## config.mk

```make
export PLATFORM = sky130hd
export DESIGN_NAME = aes_job_scheduler
export DESIGN_NICKNAME = d
export VERILOG_FILES = /design/src/rtl/aes_pkg.sv /design/src/rtl/aes_rr_arbiter.sv /design/src/rtl/aes_job_scheduler.sv
export SDC_FILE = /design/constraint.sdc
export NUM_CORES = 1
export LEC_CHECK = 0
export BUFFER_PORTS_ARGS = -buffer_cell sky130_fd_sc_hd__buf_2
export CAP_MARGIN = 10
export CORE_AREA = 2 2 401 403
export CTS_BUF_LIST = sky130_fd_sc_hd__clkbuf_8
export DETAILED_ROUTE_END_ITERATION = 12
export DIE_AREA = 0 0 403 405
export GPL_TIMING_DRIVEN = 1
export PLACE_DENSITY_LB_ADDON = 0.08
export SLEW_MARGIN = 40
export SYNTH_ARGS = -nofsm -noshare
export SYNTH_HDL_FRONTEND = slang
export SYNTH_SLANG_ARGS = --single-unit
```

## constraint.sdc

```tcl
create_clock -name clk -period 2.1 [get_ports clk]
set_input_delay 0.21 -clock clk [delete_from_list [all_inputs] [get_ports clk]]
set_output_delay 0.21 -clock clk [all_outputs]
set_load 0.03 [all_outputs]
```

## src/rtl/aes_pkg.sv

```systemverilog
// Shared constants, mode encoding and scheduler FSM states
// for the AES job scheduler and its arbiter.
package aes_pkg;

    localparam int AES_BLK_W    = 128;
    localparam int AES_ROUNDS   = 10;
    localparam int AES_CORE_LAT = 11;

    typedef enum logic {
        AES_ENC = 1'b0,
        AES_DEC = 1'b1
    } aes_mode_e;

    typedef enum logic [1:0] {
        ST_IDLE  = 2'd0,
        ST_ISSUE = 2'd1,
        ST_WAIT  = 2'd2,
        ST_RESP  = 2'd3
    } sched_state_e;

endpackage

```

## src/rtl/aes_rr_arbiter.sv

```systemverilog
// Two-requester round-robin arbiter.
// Ports: clk, rst_n (async low), req_i[1:0], advance_i (grant taken),
//        grant_o[1:0] (one-hot or zero), ptr_o (port favoured on conflict).
module aes_rr_arbiter (
    input  logic       clk,
    input  logic       rst_n,
    input  logic [1:0] req_i,
    input  logic       advance_i,
    output logic [1:0] grant_o,
    output logic       ptr_o
);

    logic ptr_q;
    logic ptr_d;

    always_comb begin
        grant_o = req_i;
        if (req_i == 2'b11) begin
            grant_o = ptr_q ? 2'b10 : 2'b01;
        end
    end

    // The pointer only moves on a contested grant; a lone requester
    // does not steal the other port's turn.
    always_comb begin
        ptr_d = ptr_q;
        if (advance_i && (req_i == 2'b11)) begin
            ptr_d = ~ptr_q;
        end
    end

    always_ff @(posedge clk or negedge rst_n) begin
        if (!rst_n) begin
            ptr_q <= 1'b0;
        end else begin
            ptr_q <= ptr_d;
        end
    end

    assign ptr_o = ptr_q;

endmodule

```

## src/rtl/aes_job_scheduler.sv

```systemverilog
// Shares one iterative AES core between two requesters, one job at a time.
// Ports: req_* (per-port job in, valid/ready), rsp_* (per-port result out,
//        shared data/err), core_* (start/abort pulses, held operands,
//        done/dout back), busy (FSM not idle).
module aes_job_scheduler
    import aes_pkg::*;
#(
    parameter int DATA_W      = AES_BLK_W,
    parameter int TIMEOUT_CYC = 16,
    parameter int CNT_W       = 5
) (
    input  logic                clk,
    input  logic                rst_n,
    input  logic [1:0]          req_valid,
    output logic [1:0]          req_ready,
    input  logic [1:0]          req_mode,
    input  logic [2*DATA_W-1:0] req_data,
    input  logic [2*DATA_W-1:0] req_key,
    output logic [1:0]          rsp_valid,
    input  logic [1:0]          rsp_ready,
    output logic [DATA_W-1:0]   rsp_data,
    output logic                rsp_err,
    output logic                core_start,
    output logic                core_mode,
    output logic [DATA_W-1:0]   core_din,
    output logic [DATA_W-1:0]   core_key,
    output logic                core_abort,
    input  logic                core_done,
    input  logic [DATA_W-1:0]   core_dout,
    output logic                busy
);

    localparam logic [CNT_W-1:0] CNT_LAST = CNT_W'(TIMEOUT_CYC - 1);

    sched_state_e      state_q, state_d;
    logic [CNT_W-1:0]  cnt_q, cnt_d;
    logic              owner_q, owner_d;
    logic [DATA_W-1:0] rsp_data_q, rsp_data_d;
    logic              rsp_err_q, rsp_err_d;
    logic              core_mode_q, core_mode_d;
    logic [DATA_W-1:0] core_din_q, core_din_d;
    logic [DATA_W-1:0] core_key_q, core_key_d;

    logic [1:0] grant;
    logic       rr_ptr;
    logic       advance;
    logic       sel;

    aes_rr_arbiter u_arb (
        .clk       (clk),
        .rst_n     (rst_n),
        .req_i     (req_valid),
        .advance_i (advance),
        .grant_o   (grant),
        .ptr_o     (rr_ptr)
    );

    assign sel = (req_valid == 2'b11) ? rr_ptr : req_valid[1];

    always_comb begin
        state_d     = state_q;
        cnt_d       = cnt_q;
        owner_d     = owner_q;
        rsp_data_d  = rsp_data_q;
        rsp_err_d   = rsp_err_q;
        core_mode_d = core_mode_q;
        core_din_d  = core_din_q;
        core_key_d  = core_key_q;
        req_ready   = 2'b00;
        rsp_valid   = 2'b00;
        core_start  = 1'b0;
        core_abort  = 1'b0;
        advance     = 1'b0;

        unique case (state_q)
            ST_IDLE: begin
                // rst_n gate keeps ready low while reset is held,
                // even though the state already reads IDLE.
                if ((|grant) && rst_n) begin
                    req_ready   = grant;
                    advance     = 1'b1;
                    owner_d     = sel;
                    core_mode_d = req_mode[sel];
                    core_din_d  = sel ? req_data[2*DATA_W-1:DATA_W]
                                      : req_data[DATA_W-1:0];
                    core_key_d  = sel ? req_key[2*DATA_W-1:DATA_W]
                                      : req_key[DATA_W-1:0];
                    state_d     = ST_ISSUE;
                end
            end

            ST_ISSUE: begin
                core_start = 1'b1;
                cnt_d      = '0;
                state_d    = ST_WAIT;
            end

            ST_WAIT: begin
                // done is checked first so it wins over a same-cycle timeout
                if (core_done) begin
                    rsp_data_d = core_dout;
                    rsp_err_d  = 1'b0;
                    state_d    = ST_RESP;
                end else if (cnt_q == CNT_LAST) begin
                    core_abort = 1'b1;
                    rsp_data_d = '0;
                    rsp_err_d  = 1'b1;
                    state_d    = ST_RESP;
                end else begin
                    cnt_d = cnt_q + 1'b1;
                end
            end

            ST_RESP: begin
                rsp_valid[owner_q] = 1'b1;
                if (rsp_ready[owner_q]) begin
                    state_d = ST_IDLE;
                end
            end

            default: begin
                state_d = ST_IDLE;
            end
        endcase
    end

    always_ff @(posedge clk or negedge rst_n) begin
        if (!rst_n) begin
            state_q     <= ST_IDLE;
            cnt_q       <= '0;
            owner_q     <= 1'b0;
            rsp_data_q  <= '0;
            rsp_err_q   <= 1'b0;
            core_mode_q <= 1'b0;
            core_din_q  <= '0;
            core_key_q  <= '0;
        end else begin
            state_q     <= state_d;
            cnt_q       <= cnt_d;
            owner_q     <= owner_d;
            rsp_data_q  <= rsp_data_d;
            rsp_err_q   <= rsp_err_d;
            core_mode_q <= core_mode_d;
            core_din_q  <= core_din_d;
            core_key_q  <= core_key_d;
        end
    end

    assign rsp_data  = rsp_data_q;
    assign rsp_err   = rsp_err_q;
    assign core_mode = core_mode_q;
    assign core_din  = core_din_q;
    assign core_key  = core_key_q;
    assign busy      = (state_q != ST_IDLE);

endmodule
```

After elaboration in Yosys (flattened, before gate mapping)
Index checks and enable logic that the tools add are counted.

storage, ports and cells
  memory bits (writable) = 0
  word-level logic and storage cells = 68
  output and inout port bits = 393
  bits in registers = 395
  memories kept = 0
  ROM bits = 0
  bits in latches = 0

cells by class
  bitwise gates (word level) = 1
  divide/modulo/power cells = 0
  mux-type cells = 32
  equality and inequality tests = 10
  shift-type cells = 0
  reduce and logical (&&, ||, !) cells = 12
  order comparisons = 3
  multiply operators = 0
  add/subtract/negate cells = 1

operators by type and width
  operator               count
  $mux W128              4
  $mux W2                9
  $mux W1                14
  $mux W5                2
  $pmux W5 S2            1
  $ne A2 B2 Y1 const B   4
  $pmux W2 S4            1
  $eq A2 B2 Y1 const B   3
  $reduce_and A3 Y1      2
  $reduce_bool A2 Y1     3
  $add A5 B1 Y5 const B  1
  $eq A5 B4 Y1 const B   1
  $lt A1 B2 Y1 const B   2
  $reduce_and A2 Y1      2
  $logic_and A1 B1 Y1    3
  $ne A3 B3 Y1 const B   1
  $eq A2 B1 Y1 const B   1
  $logic_not A2 Y1       1
  $reduce_or A2 Y1       1
  $demux W1 S1           1
  $ge A1 B1 Y1 const B   1
  $not A1 Y1             1

Longest topological paths before layout
  depth after elaboration = 7
  mapped depth = 8
  mapped depth without buffers = 6

Modules after synthesis
A second synthesis with hierarchy kept.

second synthesis, totals
  cells, all modules = 1837
  area total of the unflattened synthesis = 18430.2 um^2

modules (own cells, without submodules)
  module             cells an instance  area an instance (um^2)  times used  sequential area each (um^2)
  aes_job_scheduler  1831               18372.6                  1           9859.5
  aes_rr_arbiter     6                  57.6                     1           25.0

Worst setup path after synthesis
No wires, ideal clock.

  kind = register to register
  from = register cnt_q[0]
  to = register state_q[1]
  period minus slack after synthesis = 1.797 ns
  data required time = 1.975 ns
  data arrival time = 1.673 ns
  slack = 0.303 ns
  setup time = 0.125 ns
  stages on the path, launching flop included = 7
  buffers on the path = 0
  path through = dfrtp_1 -> ha_1 -> and3_1 -> ha_1 -> nor3b_1 -> a221o_1 -> mux2_2

between the ends
  word-level cells in the longest chain between the ends = 3

ends and longest elaborated chain
  element                      RTL line                  text
  start, declared              aes_job_scheduler.sv:36   logic [CNT_W-1:0] cnt_q, cnt_d;
  start signal, assigned       aes_job_scheduler.sv:139  cnt_q <= cnt_d;
  $eq A5 B4 Y1                 aes_job_scheduler.sv:104  end else if (cnt_q == CNT_LAST) begin
  $ne A3 B3 Y1 (no line)       -
  $reduce_and A3 Y1 (no line)  -
  end signal, assigned         aes_job_scheduler.sv:138  state_q <= state_d;
  end, declared                aes_job_scheduler.sv:35   sched_state_e state_q, state_d;

Every way passes these cells.
A chain may end at the register's enable or synchronous reset.

Worst setup path in the final report
  from = register cnt_q[1]
  to = output port core_abort

between the ends
  word-level cells in the longest chain between the ends = 4

ends and longest elaborated chain
  element        RTL line                  text
  $eq A5 B4 Y1   aes_job_scheduler.sv:104
  $mux W1        aes_job_scheduler.sv:104
  $mux W1        aes_job_scheduler.sv:100  if (core_done) begin
  $mux W1        aes_job_scheduler.sv:75   unique case (state_q)
  end, declared  aes_job_scheduler.sv:27   output logic core_abort,

Every way passes these cells.

==> out/results.tsv <==
stage	metric	value	unit
status	status	finished, violations left	
status	violations	negative setup slack	
timing	slew_viol_final	0	
power	p_leak	15.4	nW
synthesis	synthSimpleGateAreaFrac	5.93	%
global_routing	antenna_found_initial	13	
synthesis	synth-compound-area-share	33.1	%
synthesis	synthAdderAreaFrac	0.410	%
clock_tree	cts_root_buffer	clkbuf_8	
placed_design	gp_congestion	0.803	
clock_tree	clkLatencyLatePin	0.81	ns
timing	finalHoldViolations	0	
timing	fin_skew	0.0794	ns
placed_design	dp_hpwl	85200	microns
global_routing	overflow	0	
die	die_width	403	microns
timing	setup_viol	7	
placed_design	dp.cells	4834	
power	total_power	47.7	mW
detailed_routing	drtIter0Drc	1027	
cells_and_area	syn2layout_area_growth	92.8	%
cells_and_area	layout_common_cells	buf_2, dlygate4sd3_1, dfrtp_1, nor2_1	
clock_tree	path_clk_slew	0.05	ns
hold_path	hp-class	in2reg	
timing	fin_ws	-0.157	ns
clock_tree	cts_buffers	95	
global_routing	grt_usage	13.9	%
synthesis	ys_seq_area_share	54.0	%
detailed_routing	vias_per_cell	3.93	
detailed_routing	finalWirelength	119000	microns
timing	min_period	2.26	ns
synthesis	synth_mux_area_share	0.226	%
critical_path	r2r_cells	8	
cells_and_area	nFillCells	17800	
critical_path	crit_required	1.89	ns
timing	rsz0062_at_grt	yes	
clock_tree	cts_buffer_depth	3	
synthesis	ys_types	36	
clock_tree	cts_sinks	395	
synthesis	syn_area	0.0183	sq mm
synthesis	synth.net_count	2492	
synthesis	synth_top_family_by_area	compound AO/OA/AOI/OAI gates	
power	max-vdd-ir-drop	476	uV
detailed_routing	vias	22300	
power	p_per_area	1350	mW/mm^2
die	ios	1042	
critical_path	path_class	reg2out	
cells_and_area	stdcell_count	5680	
detailed_routing	dr.pass1.iters	5	
run	drv_cap	0	
cells_and_area	final_common_cell	buf_2	
global_routing	grt_max_degree	116	
cells_and_area	layout.nets	4183	
die	rows	147	
die	core	0.159	sq mm
cells_and_area	drive_gt1_share	36.9	%
synthesis	syn-mean-instance-area	9.96	sq um
critical_path	critPathCaptureType	output pin	
timing	fmax	443	MHz
timing	max_slew.worst_pin.slew	0.748	ns
critical_path	worstPathMaxFanout	2	
synthesis	syn-instance-count	1837	
critical_path	crit-reg2reg-launch	cnt_q[1]	
detailed_routing	ant_nets	0	
detailed_routing	drc_errors	0	
die	start_util	11.5	%
detailed_routing	wire_per_inst	20.9	microns
die	fp.dieArea	0.163	sq mm
critical_path	startpoint	cnt_q[1]	
clock_tree	tritoncts	done	
critical_path	rrSetupSlack	-0.03	ns
critical_path	startpoint_type	flop	
global_routing	grt_pass1_wl	169000	microns
synthesis	yosysWarnings	0	
global_routing	grt_pass1_vias	24200	
clock_tree	htree_levels	3	
synthesis	synthXorXnorAreaFrac	0.144	%
placed_design	port_buffers	1041	
critical_path	arrival	2.05	ns
hold_path	min-delay-start	rsp_ready[0]	
die	die_y	405	microns
hold_path	hold_depth	4	
timing	slew_headroom	50.2	%
timing	period_share	107	%
synthesis	synth-seq-cells	395	
## area by class of cell
type / count / area [sq um] / area share [%]
Tap cell: 2086 / 2610 / 7.40
Antenna cell: 8 / 20.0 / 0.0568
Clock buffer: 108 / 1490 / 4.21
Inverter: 8 / 47.5 / 0.135
Sequential cell: 395 / 9890 / 28.0
Timing Repair Buffer: 1823 / 13500 / 38.2
Clock inverter: 47 / 330 / 0.936
Multi-Input combinational cell: 1205 / 7410 / 21.0
## path summary, 6_finish.rpt
kind,end
worst max-delay path,core_abort
worst min-delay path,state_q[0]
worst max register to register,state_q[1]
worst min register to register,rsp_data[111]
max in group asynchronous,core_key[109]
min in group asynchronous,cnt_q[0]
## cells in the mapped netlist
master    instances  area, sq um
a211oi_1          2         15.0
a21o_1            2         15.0
a21oi_1           2         10.0
a221o_1           1         10.0
a22o_1          129         1130
a31oi_1         257         1610
a41o_1            1         10.0
and2_1            2         12.5
and3_1            1         6.26
buf_1            21         78.8
buf_2           102          510
buf_4            12         90.1
buf_6             8         90.1
clkbuf_1         83          312
clkbuf_2          3         15.0
dfrtp_1         395         9880
ha_1              6         75.1
inv_1             6         22.5
inv_2             2         7.51
mux2_2            1         11.3
mux2i_1           3         30.0
nand2_1           3         11.3
nand2b_1          3         18.8
nand4_1           2         12.5
nor2_1          260          976
nor2b_1           2         12.5
nor3_1            1         5.00
nor3b_1           4         30.0
o211a_1           1         10.0
o211ai_1        257         1930
o21ai_0         218         1090
o21ai_1          42          210
o21bai_1          1         7.51
o221ai_1          1         8.76
xnor2_1           1         8.76
xor2_1            2         17.5
## logic make-up (layout without fill, tap and decap cells)
| family | count (synthesis) | after routing |
|---|---|---|
| adders and majority gates | 6 | 6 |
| AOI/OAI and AO/OA | 914 | 914 |
| and+or+nand+nor | 278 | 278 |
| xor gates and xnor gates | 3 | 3 |
| other | 0 | 8 |
| muxes | 4 | 4 |
| DFF | 395 | 395 |
| buffers and inverters | 237 | 1986 |
## power by group
group / switching, mW / internal (mW)
registers: 2.17 / 11.4
logic: 16.7 / 8.17
clock network: 4.39 / 4.94
total: 23.2 / 24.5
## critical path: stages (launching register included)
cell	delay, ns
dfrtp_1	0.36
ha_2	0.19
and3_4	0.19
ha_4	0.13
buf_6	0.10
nand2_2	0.05
nor2_2	0.09
buf_6	0.16
## layer usage
| layer | wire [microns] | GRT usage (%) |
|---|---|---|
| met1 | 46900 | 15.6 |
| met3 | 8330 | 3.93 |
| met5 | 27 | 0 |
| met4 | 3190 | 4.68 |
| met2 | 60600 | 25.1 |
## state kept, by name, indices dropped and copies added, names as in the netlist
signal	cells
cnt_q	5
core_din	128
core_mode	1
state_q	2
core_key	128
u_arb.ptr_o	1
rsp_err	1
rsp_data	128
owner_q	1
## metrics by stage
stage | setup slack [ns] | hold slack, ns | util (%) | setup TNS [ns] | area [sq um]
after floorplan | 0.303 | -0.0856 | - | 0 | 18300
after global routing | -0.330 | 0.0936 | 22.1 | -1.88 | 35300
after global placement | -0.000730 | 0.0432 | 16.6 | -0.000730 | 26400
final | -0.157 | 0.0989 | 22.1 | -0.383 | 35300
after CTS | -0.343 | 0.00570 | 21.9 | -0.956 | 35000
after detailed placement | -0.0341 | 0.0455 | 16.6 | -0.0341 | 26400
## what timing repair did
action	in CTS	in global routing
endpoints found under the setup margin	8	10
cloned	1	2
pin swaps	5	7
hold endpoints to repair	648	2
resized for setup	41	11
hold buffers	650	2
setup buffers	7	22
Power figures use the tool's default switching activity.
